File: src/rtl/nn_ctrl_pkg.sv
// nn_ctrl_pkg: state encoding and default sizes shared by the MNIST job sequencer.
package nn_ctrl_pkg;
   typedef enum logic [2:0] {
      S_IDLE,
      S_LOAD_W,
      S_LOAD_X,
      S_COMPUTE,
      S_DONE,
      S_ERR
   } nn_ctrl_state_t;
   localparam int NN_W_ADDR_LEN      = 20;
   localparam int NN_X_ADDR_LEN      = 10;
   localparam int NN_W_SEL_LEN       = 2;
   localparam int NN_X_SEL_LEN       = 2;
   localparam int NN_W_LOAD_CNT      = 100352;
   localparam int NN_X_LOAD_CNT      = 784;
   localparam int NN_TIMEOUT_CYCLES  = 2000000;
endpackage

File: src/rtl/ld_addr_cnt.sv
// ld_addr_cnt: clearable load-address counter that parks at LIMIT-1 and flags it.
module ld_addr_cnt #(
   parameter int W     = 10,
   parameter int LIMIT = 784
) (
   input  logic         clk,
   input  logic         rst_n,
   input  logic         clr,
   input  logic         en,
   output logic [W-1:0] cnt,
   output logic         tc
);
   localparam logic [W-1:0] LAST = W'(LIMIT - 1);
   assign tc = cnt == LAST;
   always_ff @(posedge clk or negedge rst_n)
      if (!rst_n) cnt <= '0;
      else if (clr) cnt <= '0;
      else if (en && !tc) cnt <= cnt + 1'b1;
endmodule

File: src/rtl/nn_seq_ctrl.sv
// nn_seq_ctrl: loads weights/image bit-serially, hands memories to compute, reports done.
// Define NN_CTRL_TIMEOUT_EN to add the compute watchdog and the ERR state.
module nn_seq_ctrl
   import nn_ctrl_pkg::*;
#(
   parameter int W_ADDR_LEN     = NN_W_ADDR_LEN,
   parameter int X_ADDR_LEN     = NN_X_ADDR_LEN,
   parameter int W_SEL_LEN      = NN_W_SEL_LEN,
   parameter int X_SEL_LEN      = NN_X_SEL_LEN,
   parameter int W_LOAD_CNT     = NN_W_LOAD_CNT,
   parameter int X_LOAD_CNT     = NN_X_LOAD_CNT,
   parameter int TIMEOUT_CYCLES = NN_TIMEOUT_CYCLES
) (
   input  logic                  clk,
   input  logic                  rst_n,
   input  logic                  start,
   input  logic                  skip_w_load,
   input  logic [W_SEL_LEN-1:0]  w_bank,
   input  logic [X_SEL_LEN-1:0]  x_bank,
   input  logic                  ld_valid,
   input  logic                  ld_bit,
   output logic                  ld_ready,
   input  logic                  compute_finish,
   output logic                  load_compute_ctrl,
   output logic                  en_compute,
   output logic                  w_wq,
   output logic                  x_wq,
   output logic [W_ADDR_LEN-1:0] w_addr,
   output logic [X_ADDR_LEN-1:0] x_addr,
   output logic [W_SEL_LEN-1:0]  w_sel,
   output logic [X_SEL_LEN-1:0]  x_sel,
   output logic                  wx_write,
   output logic                  busy,
   output logic                  done,
   output logic                  err
);
   nn_ctrl_state_t state, next_state;
   logic [W_SEL_LEN-1:0]  w_bank_q;
   logic [X_SEL_LEN-1:0]  x_bank_q;
   logic [W_ADDR_LEN-1:0] w_cnt;
   logic [X_ADDR_LEN-1:0] x_cnt;
   logic w_tc, x_tc, start_acc, w_xfer, x_xfer, expire, loading_n, stay_compute;
   assign start_acc = start && (state == S_IDLE || state == S_ERR);
   assign w_xfer    = state == S_LOAD_W && ld_valid && ld_ready;
   assign x_xfer    = state == S_LOAD_X && ld_valid && ld_ready;
   ld_addr_cnt #(.W(W_ADDR_LEN), .LIMIT(W_LOAD_CNT)) u_w_cnt (
      .clk(clk), .rst_n(rst_n), .clr(start_acc), .en(w_xfer), .cnt(w_cnt), .tc(w_tc)
   );
   ld_addr_cnt #(.W(X_ADDR_LEN), .LIMIT(X_LOAD_CNT)) u_x_cnt (
      .clk(clk), .rst_n(rst_n), .clr(start_acc), .en(x_xfer), .cnt(x_cnt), .tc(x_tc)
   );
`ifdef NN_CTRL_TIMEOUT_EN
   localparam int TW = $clog2(TIMEOUT_CYCLES + 1);
   logic [TW-1:0] t_cnt;
   always_ff @(posedge clk or negedge rst_n)
      if (!rst_n) t_cnt <= '0;
      else t_cnt <= state == S_COMPUTE ? t_cnt + 1'b1 : '0;
   assign expire = state == S_COMPUTE && t_cnt == TW'(TIMEOUT_CYCLES - 1);
`else
   assign expire = 1'b0;
`endif
   always_comb begin
      next_state = state;
      case (state)
         S_IDLE, S_ERR: if (start) next_state = skip_w_load ? S_LOAD_X : S_LOAD_W;
         S_LOAD_W:      if (w_xfer && w_tc) next_state = S_LOAD_X;
         S_LOAD_X:      if (x_xfer && x_tc) next_state = S_COMPUTE;
         S_COMPUTE:     next_state = compute_finish ? S_DONE : expire ? S_ERR : S_COMPUTE;
         default:       next_state = S_IDLE;
      endcase
      loading_n    = next_state == S_LOAD_W || next_state == S_LOAD_X;
      // ownership flips one cycle into COMPUTE so the last x write is never overlapped
      stay_compute = state == S_COMPUTE && next_state == S_COMPUTE;
   end
   always_ff @(posedge clk or negedge rst_n) begin
      if (!rst_n) begin
         state             <= S_IDLE;
         ld_ready          <= 1'b0;
         load_compute_ctrl <= 1'b1;
         en_compute        <= 1'b0;
         w_wq              <= 1'b0;
         x_wq              <= 1'b0;
         w_addr            <= '0;
         x_addr            <= '0;
         w_sel             <= '0;
         x_sel             <= '0;
         wx_write          <= 1'b0;
         busy              <= 1'b0;
         done              <= 1'b0;
         err               <= 1'b0;
         w_bank_q          <= '0;
         x_bank_q          <= '0;
      end else begin
         state             <= next_state;
         ld_ready          <= loading_n;
         load_compute_ctrl <= !stay_compute;
         en_compute        <= stay_compute;
         busy              <= loading_n || next_state == S_COMPUTE;
         done              <= next_state == S_DONE;
         err               <= next_state == S_ERR;
         w_wq              <= w_xfer;
         x_wq              <= x_xfer;
         if (start_acc) begin
            w_bank_q <= w_bank;
            x_bank_q <= x_bank;
         end
         if (w_xfer) begin
            w_addr <= w_cnt;
            w_sel  <= w_bank_q;
         end
         if (x_xfer) begin
            x_addr <= x_cnt;
            x_sel  <= x_bank_q;
         end
         if (w_xfer || x_xfer) wx_write <= ld_bit;
      end
   end
endmodule

File: config.mk
export PLATFORM = sky130hd
export DESIGN_NAME = nn_seq_ctrl
export DESIGN_NICKNAME = d
export VERILOG_FILES = /design/src/rtl/nn_ctrl_pkg.sv /design/src/rtl/ld_addr_cnt.sv /design/src/rtl/nn_seq_ctrl.sv
export SDC_FILE = /design/constraint.sdc
export NUM_CORES = 1
export LEC_CHECK = 0
export CORE_ASPECT_RATIO = 0.5
export CORE_MARGIN = 3
export CORE_UTILIZATION = 50
export DETAILED_ROUTE_END_ITERATION = 10
export PLACE_DENSITY = 0.75
export SETUP_SLACK_MARGIN = 0.05
export SLEW_MARGIN = 30
export SYNTH_ARGS = -nofsm -noshare
export SYNTH_HDL_FRONTEND = slang
export SYNTH_SLANG_ARGS = --single-unit
export TNS_END_PERCENT = 50
File: constraint.sdc
create_clock -name clk -period 2.6 [get_ports clk]
set_clock_uncertainty 0.15 [all_clocks]
set_input_delay 0.52 -clock clk [delete_from_list [all_inputs] [get_ports clk]]
set_output_delay 0.52 -clock clk [all_outputs]
set_load 0.02 [all_outputs]
Word-level counts from Yosys, hierarchy flattened
Index checks and enable logic that the tools add are counted.

operators by class
  reductions and logical operators = 21
  add/subtract/negate cells = 2
  muxes and demuxes = 10
  equality and inequality tests = 11

operators by type and width
  operator                 count
  $mux W20                 2
  $add A20 B1 Y20 const B  1
  $eq A20 B17 Y1 const B   1
  $mux W10                 2
  $eq A3 B2 Y1 const B     4
  $mux W3                  4
  $pmux W3 S4              1
  $add A10 B1 Y10 const B  1
  $eq A10 B10 Y1 const B   1
  $logic_and A1 B1 Y1      10
  $eq A3 B3 Y1 const B     3
  $eq A3 B1 Y1 const B     2
  $logic_or A1 B1 Y1       4
  $reduce_bool A2 Y1       2
  $logic_not A1 Y1         3
  $logic_not A3 Y1         1
  $mux W2                  1
  $reduce_or A2 Y1         1

storage, ports and cells
  flip-flop bits (word level) = 80
  word-level logic and storage cells = 62

Longest topological paths before layout
Gate-level depths: netlist of run 1.

  word-level depth = 9
  depth in mapped cells = 8
  depth with buffers taken out = 6

Hierarchy
Synthesis of run 1 repeated with hierarchy kept, for this count alone.

unflattened totals
  cells, all modules = 312
  area, all modules = 3,732.3 um2

modules (own cells, without submodules)
  module                  sequential area each (um2)  times used  area an instance (um2)  cells an instance
  nn_seq_ctrl             1,252.5                     1           2,015.7                 133
  ld_addr_cnt at u_w_cnt  500.5                       1           1,107.3                 116
  ld_addr_cnt at u_x_cnt  250.2                       1           609.3                   63

Least setup slack after synthesis of run 1
Ideal clock, no wire load.

  kind = register to register
  start point = register u_w_cnt.cnt[11]
  end point = register state[0]
  period minus slack after synthesis = 2.052 ns
  required time = 2.324 ns
  path slack = 0.548 ns
  stages on the path, launching flop included = 6
  arrival = 1.777 ns
  cell sequence = dfrtp_1 -> or4_4 -> nor4_4 -> a311oi_1 -> a311oi_1 -> o21ai_1

between the ends
  word-level cells in the longest chain between the ends = 4

RTL lines
  element                 RTL line           RTL
  from (decl)             ld_addr_cnt.sv:10  output logic [W-1:0] cnt,
  from (signal assigned)  ld_addr_cnt.sv:18  else if (en && !tc) cnt <= cnt + 1'b1;
  $eq A20 B17 Y1          ld_addr_cnt.sv:14  assign tc = cnt == LAST;
  $logic_and A1 B1 Y1     nn_seq_ctrl.sv:66  S_LOAD_W: if (w_xfer && w_tc) next_state = S_LOAD_X;
  $mux W3                 nn_seq_ctrl.sv:66
  $pmux W3 S4             nn_seq_ctrl.sv:64  case (state)
  net next_state[0]       nn_seq_ctrl.sv:37  nn_ctrl_state_t state, next_state;
  to (signal assigned)    nn_seq_ctrl.sv:94  state <= next_state;
  to (decl)               nn_seq_ctrl.sv:37

The timed path passes the listed nets, and every way through them passes these cells.
A chain may end at the register's enable or synchronous reset.

Final worst setup path of run 1
  start point = input ld_valid
  end point = register u_w_cnt.cnt[19]

between the ends
  word-level cells in the longest chain between the ends = 4

RTL lines
  element                              RTL line           RTL
  from (decl)                          nn_seq_ctrl.sv:20  input logic ld_valid,
  $logic_and A1 B1 Y1 (2 in a row)     nn_seq_ctrl.sv:44  assign w_xfer = state == S_LOAD_W && ld_valid && ld_ready;
  $logic_and A1 B1 Y1                  ld_addr_cnt.sv:18
  $reduce_bool A2 Y1 (no source line)  --

Every way passes these cells.

==> impl_metrics.ini, run 1 <==
[run_status]
status = finished, final reports clean

[global_routing]
grt_pass1_wl_um = 14000
grtUsageTotal_pct = 21.41
overflow = 0
grt_pass1_vias = 2968
grt_max_degree = 36
antenna_found_initial = 0

[cells_and_area]
final.fill_count = 555
num_antenna_cells = 0
finalNonFillerCells = 545
fin_util_pct = 66.28
fin_nets = 461
drive_above_1_share_pct = 8.168
area_delta_synth_final_pct = 25.32
fin_area_mm2 = 0.004546

[cts]
clockBufferDepth = 2
h-tree-depth = 3
cts_tree = yes
post_cts_resized = 0
tritoncts.num_buffers = 9
cts_num_sinks = 80
cts_setup_buffers = 0
clkTransAtPathRegs_ns = 0.05
clk_latency_ns = 0.34
ctsHoldBuffers = 1
cts_root_buf = clkbuf_16

[run]
maxCapViolCount = 0

[placed_design]
placed_area_mm2 = 0.004282
dp.final_hpwl_um = 5701
port_buffers = 53
gp_congestion = 0.8710
dp_cells = 528
pre_cts_ws_ns = -0.06687

[detailed_routing]
postRouteAntennaNets = 0
num_vias = 2957
totalWireLength_um = 8103
drt-pass1-iter-count = 5
drcViolationCount = 0
wl_met2_um = 4036
dr_wl_met3_um = 498
wl_per_cell_um = 14.87
avgViaCountPerCell = 5.426
topRoutingLayerUsed = met4
m1WireLength_um = 3489
drtIter0Drc = 293

[sta]
slew_headroom_pct = 69.65
fin_ws_ns = 0.2846
setup-tns-final_ns = 0
finalCriticalPeriod_ns = 2.315
setup_violations = 0
rsz0062_at_grt = no
slew_viol_final = 0
period_share_pct = 89.05
max_freq_mhz = 431.9
tightest_slew_ns = 0.4553
timing.final.hold_violations = 0

[power_and_ir_drop]
pwr-share-comb_pct = 24.2
p_seq_share_pct = 44.5
vdd_drop_max_mv = 0.4409
p_int_mw = 2.416
netSwitchingPower_mw = 1.094
power_leakage_nw = 2.077
clock_power_share_pct = 31.4
p_sw_share_pct = 31.16
power_density_mw_per_mm2 = 772.2

[die]
die_w_um = 126.5
dieArea_mm2 = 0.008374
ioPinCount = 54
fp-row-count = 21
start_util_pct = 52.89
die_y_um = 66.23
coreArea_mm2 = 0.006858

[synth]
synth_warnings = 0
synth_edf_count = 0
synthesis.nets = 400
syn_area_per_cell_um2 = 9.373
postSynth.asyncResetShare_pct = 100.0
ys_seq_area_share_pct = 55.23
ys_seq_elements = 80
synth_cell_types = 52
syn_area_mm2 = 0.003627
synth_cells = 387
synthFlopType = dfrtp_1

[critical_path]
crit_fanout = 3
critPathLaunch = ld_valid
critPathCaptureType = flop
crit_type = in2reg
critPathLaunchType = input pin
cp_data_required_time_ns = 2.67
crit_arrival_ns = 2.39
timing.rr.start = state[2]

[min_path]
hp-start = w_sel[1]
hold_path_class = reg2reg
path summary, 6_finish.rpt:
kind                                   endpoint  slack [ns]  cells after the start
worst min register to register         w_sel[1]        0.32                      2
worst max register to register  u_w_cnt.cnt[19]        0.34                      5
min in group asynchronous            en_compute        0.53                      2
max in group asynchronous             x_addr[4]        1.09                      3
worst min-delay path                   w_sel[1]        0.32                      2
worst max-delay path            u_w_cnt.cnt[19]        0.28                      6
power by group through the flow:
stage | combinational (mW) | clock (mW) | sequential (mW)
after floorplan | 0.425 | 0 | 1.65
after global placement | 0.825 | 0 | 1.57
after detailed placement | 0.852 | 0 | 1.58
after CTS | 0.856 | 1.13 | 1.56
after global routing | 0.936 | 1.19 | 1.59
final | 0.848 | 1.10 | 1.56
logic make-up after synthesis:
family,synth area share (%)
AND/OR/NAND/NOR,29.18
flip-flops,55.23
AO/OA/AOI/OAI,5.830
buffers and inverters,3.656
XOR/XNOR,4.588
multiplexers,0.8279
adder cells (fa/ha/maj),0.6898
synthesized netlist by cell type, types with 2 or more instances:
cell	n	area share, %
nor3_1	11	1.5
mux2i_1	3	0.83
and2_1	3	0.52
clkbuf_8	2	0.76
and3_1	2	0.34
nor4_1	5	0.86
o211ai_1	3	0.62
ha_1	2	0.69
nor2_1	24	2.5
a311oi_1	2	0.48
o31ai_1	3	0.62
a21oi_1	4	0.55
nand4_1	4	0.69
inv_1	8	0.83
or3_1	4	0.69
xnor2_1	17	4.1
nand3_2	2	0.55
dfrtp_1	79	55
o21ai_0	9	1.2
nand2b_1	3	0.52
buf_2	3	0.41
o21ai_1	2	0.28
nor4b_1	3	0.72
nand3_1	14	1.9
or4_1	2	0.41
or4_4	2	0.62
clkbuf_1	9	0.93
a211oi_1	4	0.83
xor2_1	2	0.48
nand2_1	134	14
sequential cells by signal, indices dropped and copies added, names as in the netlist, 2 cells and up:
| register | cells |
|---|---|
| u_x_cnt.cnt | 10 |
| w_addr | 20 |
| u_w_cnt.cnt | 20 |
| state | 3 |
| x_sel | 2 |
| w_bank_q | 2 |
| x_bank_q | 2 |
| x_addr | 10 |
| w_sel | 2 |
metrics by stage:
stage / total power [mW] / hold slack [ns]
floorplan: 2.072 / 0.07441
global placement: 2.392 / 0.2999
detailed placement: 2.433 / 0.3111
CTS: 3.549 / 0.3249
global route: 3.712 / 0.3551
finish: 3.510 / 0.3212
cell usage in the layout, fill, tap and decap left out, types with 2 or more instances in the layout:
cell             netlist  layout
dfrtp_1               79      79
and3_1                 2       2
a311oi_1               2       2
clkdlybuf4s50_1        0      52
inv_1                  8       8
nor3_1                11      11
nand3_1               14      14
o211ai_1               3       3
nand4_1                4       4
or3_1                  4       4
nor4b_1                3       3
nor2_1                24      24
clkbuf_1               9       5
a21oi_1                4       4
a211oi_1               4       4
clkbuf_16              0       9
nor4_1                 5       5
or4_4                  2       2
mux2i_1                3       3
o21ai_0                9       9
or4_1                  2       2
ha_1                   2       2
buf_4                  0      13
o31ai_1                3       3
xor2_1                 2       2
clkinv_2               0       2
nand2_1              134     134
o21ai_1                2       2
nand3_2                2       2
and2_1                 3       3
xnor2_1               17      17
nand2b_1               3       3
worst max-delay path: stages:
cell and delay (ns):
clkdlybuf4s50_1 0.49, nand4b_1 0.20, or3_1 0.42, or4_1 0.53, xnor2_1 0.16, nor2_1 0.06
layer usage:
metal  global-route usage (%)  vias up
met2                    35.59       92
met1                    26.58     1438
met5                        0        -
met3                    7.419        9
li1                         -     1418
met4                    6.818        0
area by class of cell:
class / count / area [µm²] / area share, %
clock buffer: 14 / 244.0 / 5.367
clock inverter: 2 / 10.01 / 0.2202
inverter: 9 / 33.78 / 0.7432
multi-input combinational: 281 / 1491 / 32.81
sequential: 80 / 2003 / 44.07
tap: 92 / 115.1 / 2.532
timing repair buffer: 67 / 648.1 / 14.26
Note: power is estimated with default switching activity, not from simulation.
==> run 2: changes to the inputs <==
--- a/config.mk
+++ b/config.mk
@@ -7,9 +7,9 @@
 export LEC_CHECK = 0
 export CORE_ASPECT_RATIO = 0.5
 export CORE_MARGIN = 3
-export CORE_UTILIZATION = 50
+export CORE_UTILIZATION = 45
 export DETAILED_ROUTE_END_ITERATION = 10
-export PLACE_DENSITY = 0.75
+export PLACE_DENSITY = 0.68
 export SETUP_SLACK_MARGIN = 0.05
 export SLEW_MARGIN = 30
 export SYNTH_ARGS = -nofsm -noshare
==> constraint.sdc (replaced) <==
create_clock -name clk -period 2.92 [get_ports clk]
set_clock_uncertainty 0.15 [all_clocks]
set_input_delay 0.584 -clock clk [delete_from_list [all_inputs] [get_ports clk]]
set_output_delay 0.584 -clock clk [all_outputs]
set_load 0.02 [all_outputs]
==> impl_metrics.ini, run 2 (same netlist as run 1, synthesis figures left out) <==
[die]
ioPinCount = 54
dieArea_mm2 = 0.009239
die_y_um = 69.49
fp-row-count = 22
die_w_um = 133.0
coreArea_mm2 = 0.007570
start_util_pct = 47.92

[critical_path]
worstPathBufferInverterCount = 2
cp_data_required_time_ns = 3.03
timing.rr.start = u_w_cnt.cnt[11]
crit_type = in2reg
crit_fanout = 12
critPathCaptureType = flop
crit_family = simple AND/OR/NAND/NOR gates
crit_arrival_ns = 2.49
critPathLaunch = ld_valid
crit_slowest_cell = clkdlybuf4s50_1
critPathLaunchType = input pin
crit_chain = clkdlybuf4s50_1 > nand4b_1 > or2_1 > inv_2 > o21ai_1 > or3_1 > a21oi_1
cpPeakStageDelay_ns = 0.49

[placed_design]
gp_congestion = 0.8512
pre_cts_ws_ns = 0.2344
port_buffers = 53
dp.final_hpwl_um = 5408

[cells_and_area]
num_antenna_cells = 0
area_delta_synth_final_pct = 26.39
fin_nets = 456
final.fill_count = 668
final_cell_mix = nand2_1, dfrtp_1, clkdlybuf4s50_1
layout_commonest_cell = nand2_1
seqCellArea_mm2 = 0.002003
multiInputGateArea_mm2 = 0.001491
top_regs = u_w_cnt.cnt: 20 flops, w_addr: 20 flops
drive_above_1_share_pct = 8.054

[cts]
cts_num_sinks = 80
post_cts_resized = 0
clk_latency_ns = 0.34
ctsHoldBuffers = 0
clockBufferDepth = 2
clkTransAtPathRegs_ns = 0.06
cts_root_buf = clkbuf_16
cts_setup_buffers = 0
cts_tree = yes
tritoncts.num_buffers = 9
h-tree-depth = 3

[sta]
setup_violations = 0
fin_ws_ns = 0.5477
max_freq_mhz = 421.5
period_share_pct = 81.24
slew_headroom_pct = 50.56
rsz0062_at_grt = no
hold_ws_ns = 0.1225
setup-tns-final_ns = 0
timing.final.hold_violations = 0
finalCriticalPeriod_ns = 2.372
slew_viol_final = 0
tightest_slew_ns = 0.7366

[detailed_routing]
drt-pass1-iter-count = 4
num_vias = 2880
avgViaCountPerCell = 5.189
postRouteAntennaNets = 0
totalWireLength_um = 7948
drcViolationCount = 0
drtIter0Drc = 198
wl_per_cell_um = 14.32

[run]
maxCapViolCount = 0

[min_path]
hold_path_class = in2async

[global_routing]
grtUsageTotal_pct = 19.12
grt_max_degree = 81
grt_pass1_vias = 2923
overflow = 0
grt_pass1_wl_um = 14100
antenna_found_initial = 0

[power_and_ir_drop]
vdd_drop_max_mv = 0.3257
power_density_mw_per_mm2 = 728.5
power_leakage_nw = 2.087

[run_status]
status = finished, final reports clean
[run 2: cell count changes in the layout (fill, tap and decap cells not counted), sizes merged]
cell         change
buf              -4
bufinv           +2
clkbuf           -2
clkinv           -1
dlygate4sd3      -1
[run 2: final cells by class]
cell class                      count  area share (%)
Sequential cell                    80           43.70
Multi-Input combinational cell    281           32.53
Timing Repair Buffer               62           13.07
Clock buffer                       12           5.595
Tap cell                          108           2.948
Clock inverter                      3           1.419
Inverter                            9          0.7369
[run 2: per-layer routing]
layer	vias to the layer above	global-route usage (%)	wire [µm]
li1	1405	-	-
met1	1407	24.84	3540
met2	62	30.56	3932
met3	6	7.319	424
met4	0	4.378	51
met5	-	0	0
[run 2: metrics by stage]
step | instance area [µm²] | util [%] | total power, mW | std cells
2_1_floorplan | 3627 | - | 1.845 | 387
3_3_place_gp | 4259 | 56.26 | 2.125 | 540
3_5_place_dp | 4263 | 56.31 | 2.157 | 540
4_1_cts | 4584 | 60.56 | 3.383 | 555
5_1_grt | 4584 | 60.56 | 3.533 | 555
6_report | 4584 | 60.56 | 3.340 | 555
[run 2: final timing paths]
| kind | slack, ns | depth (start not counted) | endpoint |
|---|---|---|---|
| setup / recovery | 0.55 | 7 | u_w_cnt.cnt[7] |
| hold / removal | 0.12 | 1 | done |
| setup reg to reg | 0.59 | 5 | state[0] |
| hold reg to reg | 0.32 | 2 | w_addr[8] |
| max in group asynchronous | 2.01 | 1 | u_w_cnt.cnt[11] |
| min in group clk | 0.32 | 2 | w_addr[8] |
[run 2: where the power goes]
| group | internal [mW] | switching [mW] | leakage [nW] |
|---|---|---|---|
| clock | 0.789 | 0.421 | 0.159 |
| sequential | 1.26 | 0.130 | 1.08 |
| combinational | 0.307 | 0.434 | 0.844 |
| total | 2.35 | 0.985 | 2.09 |
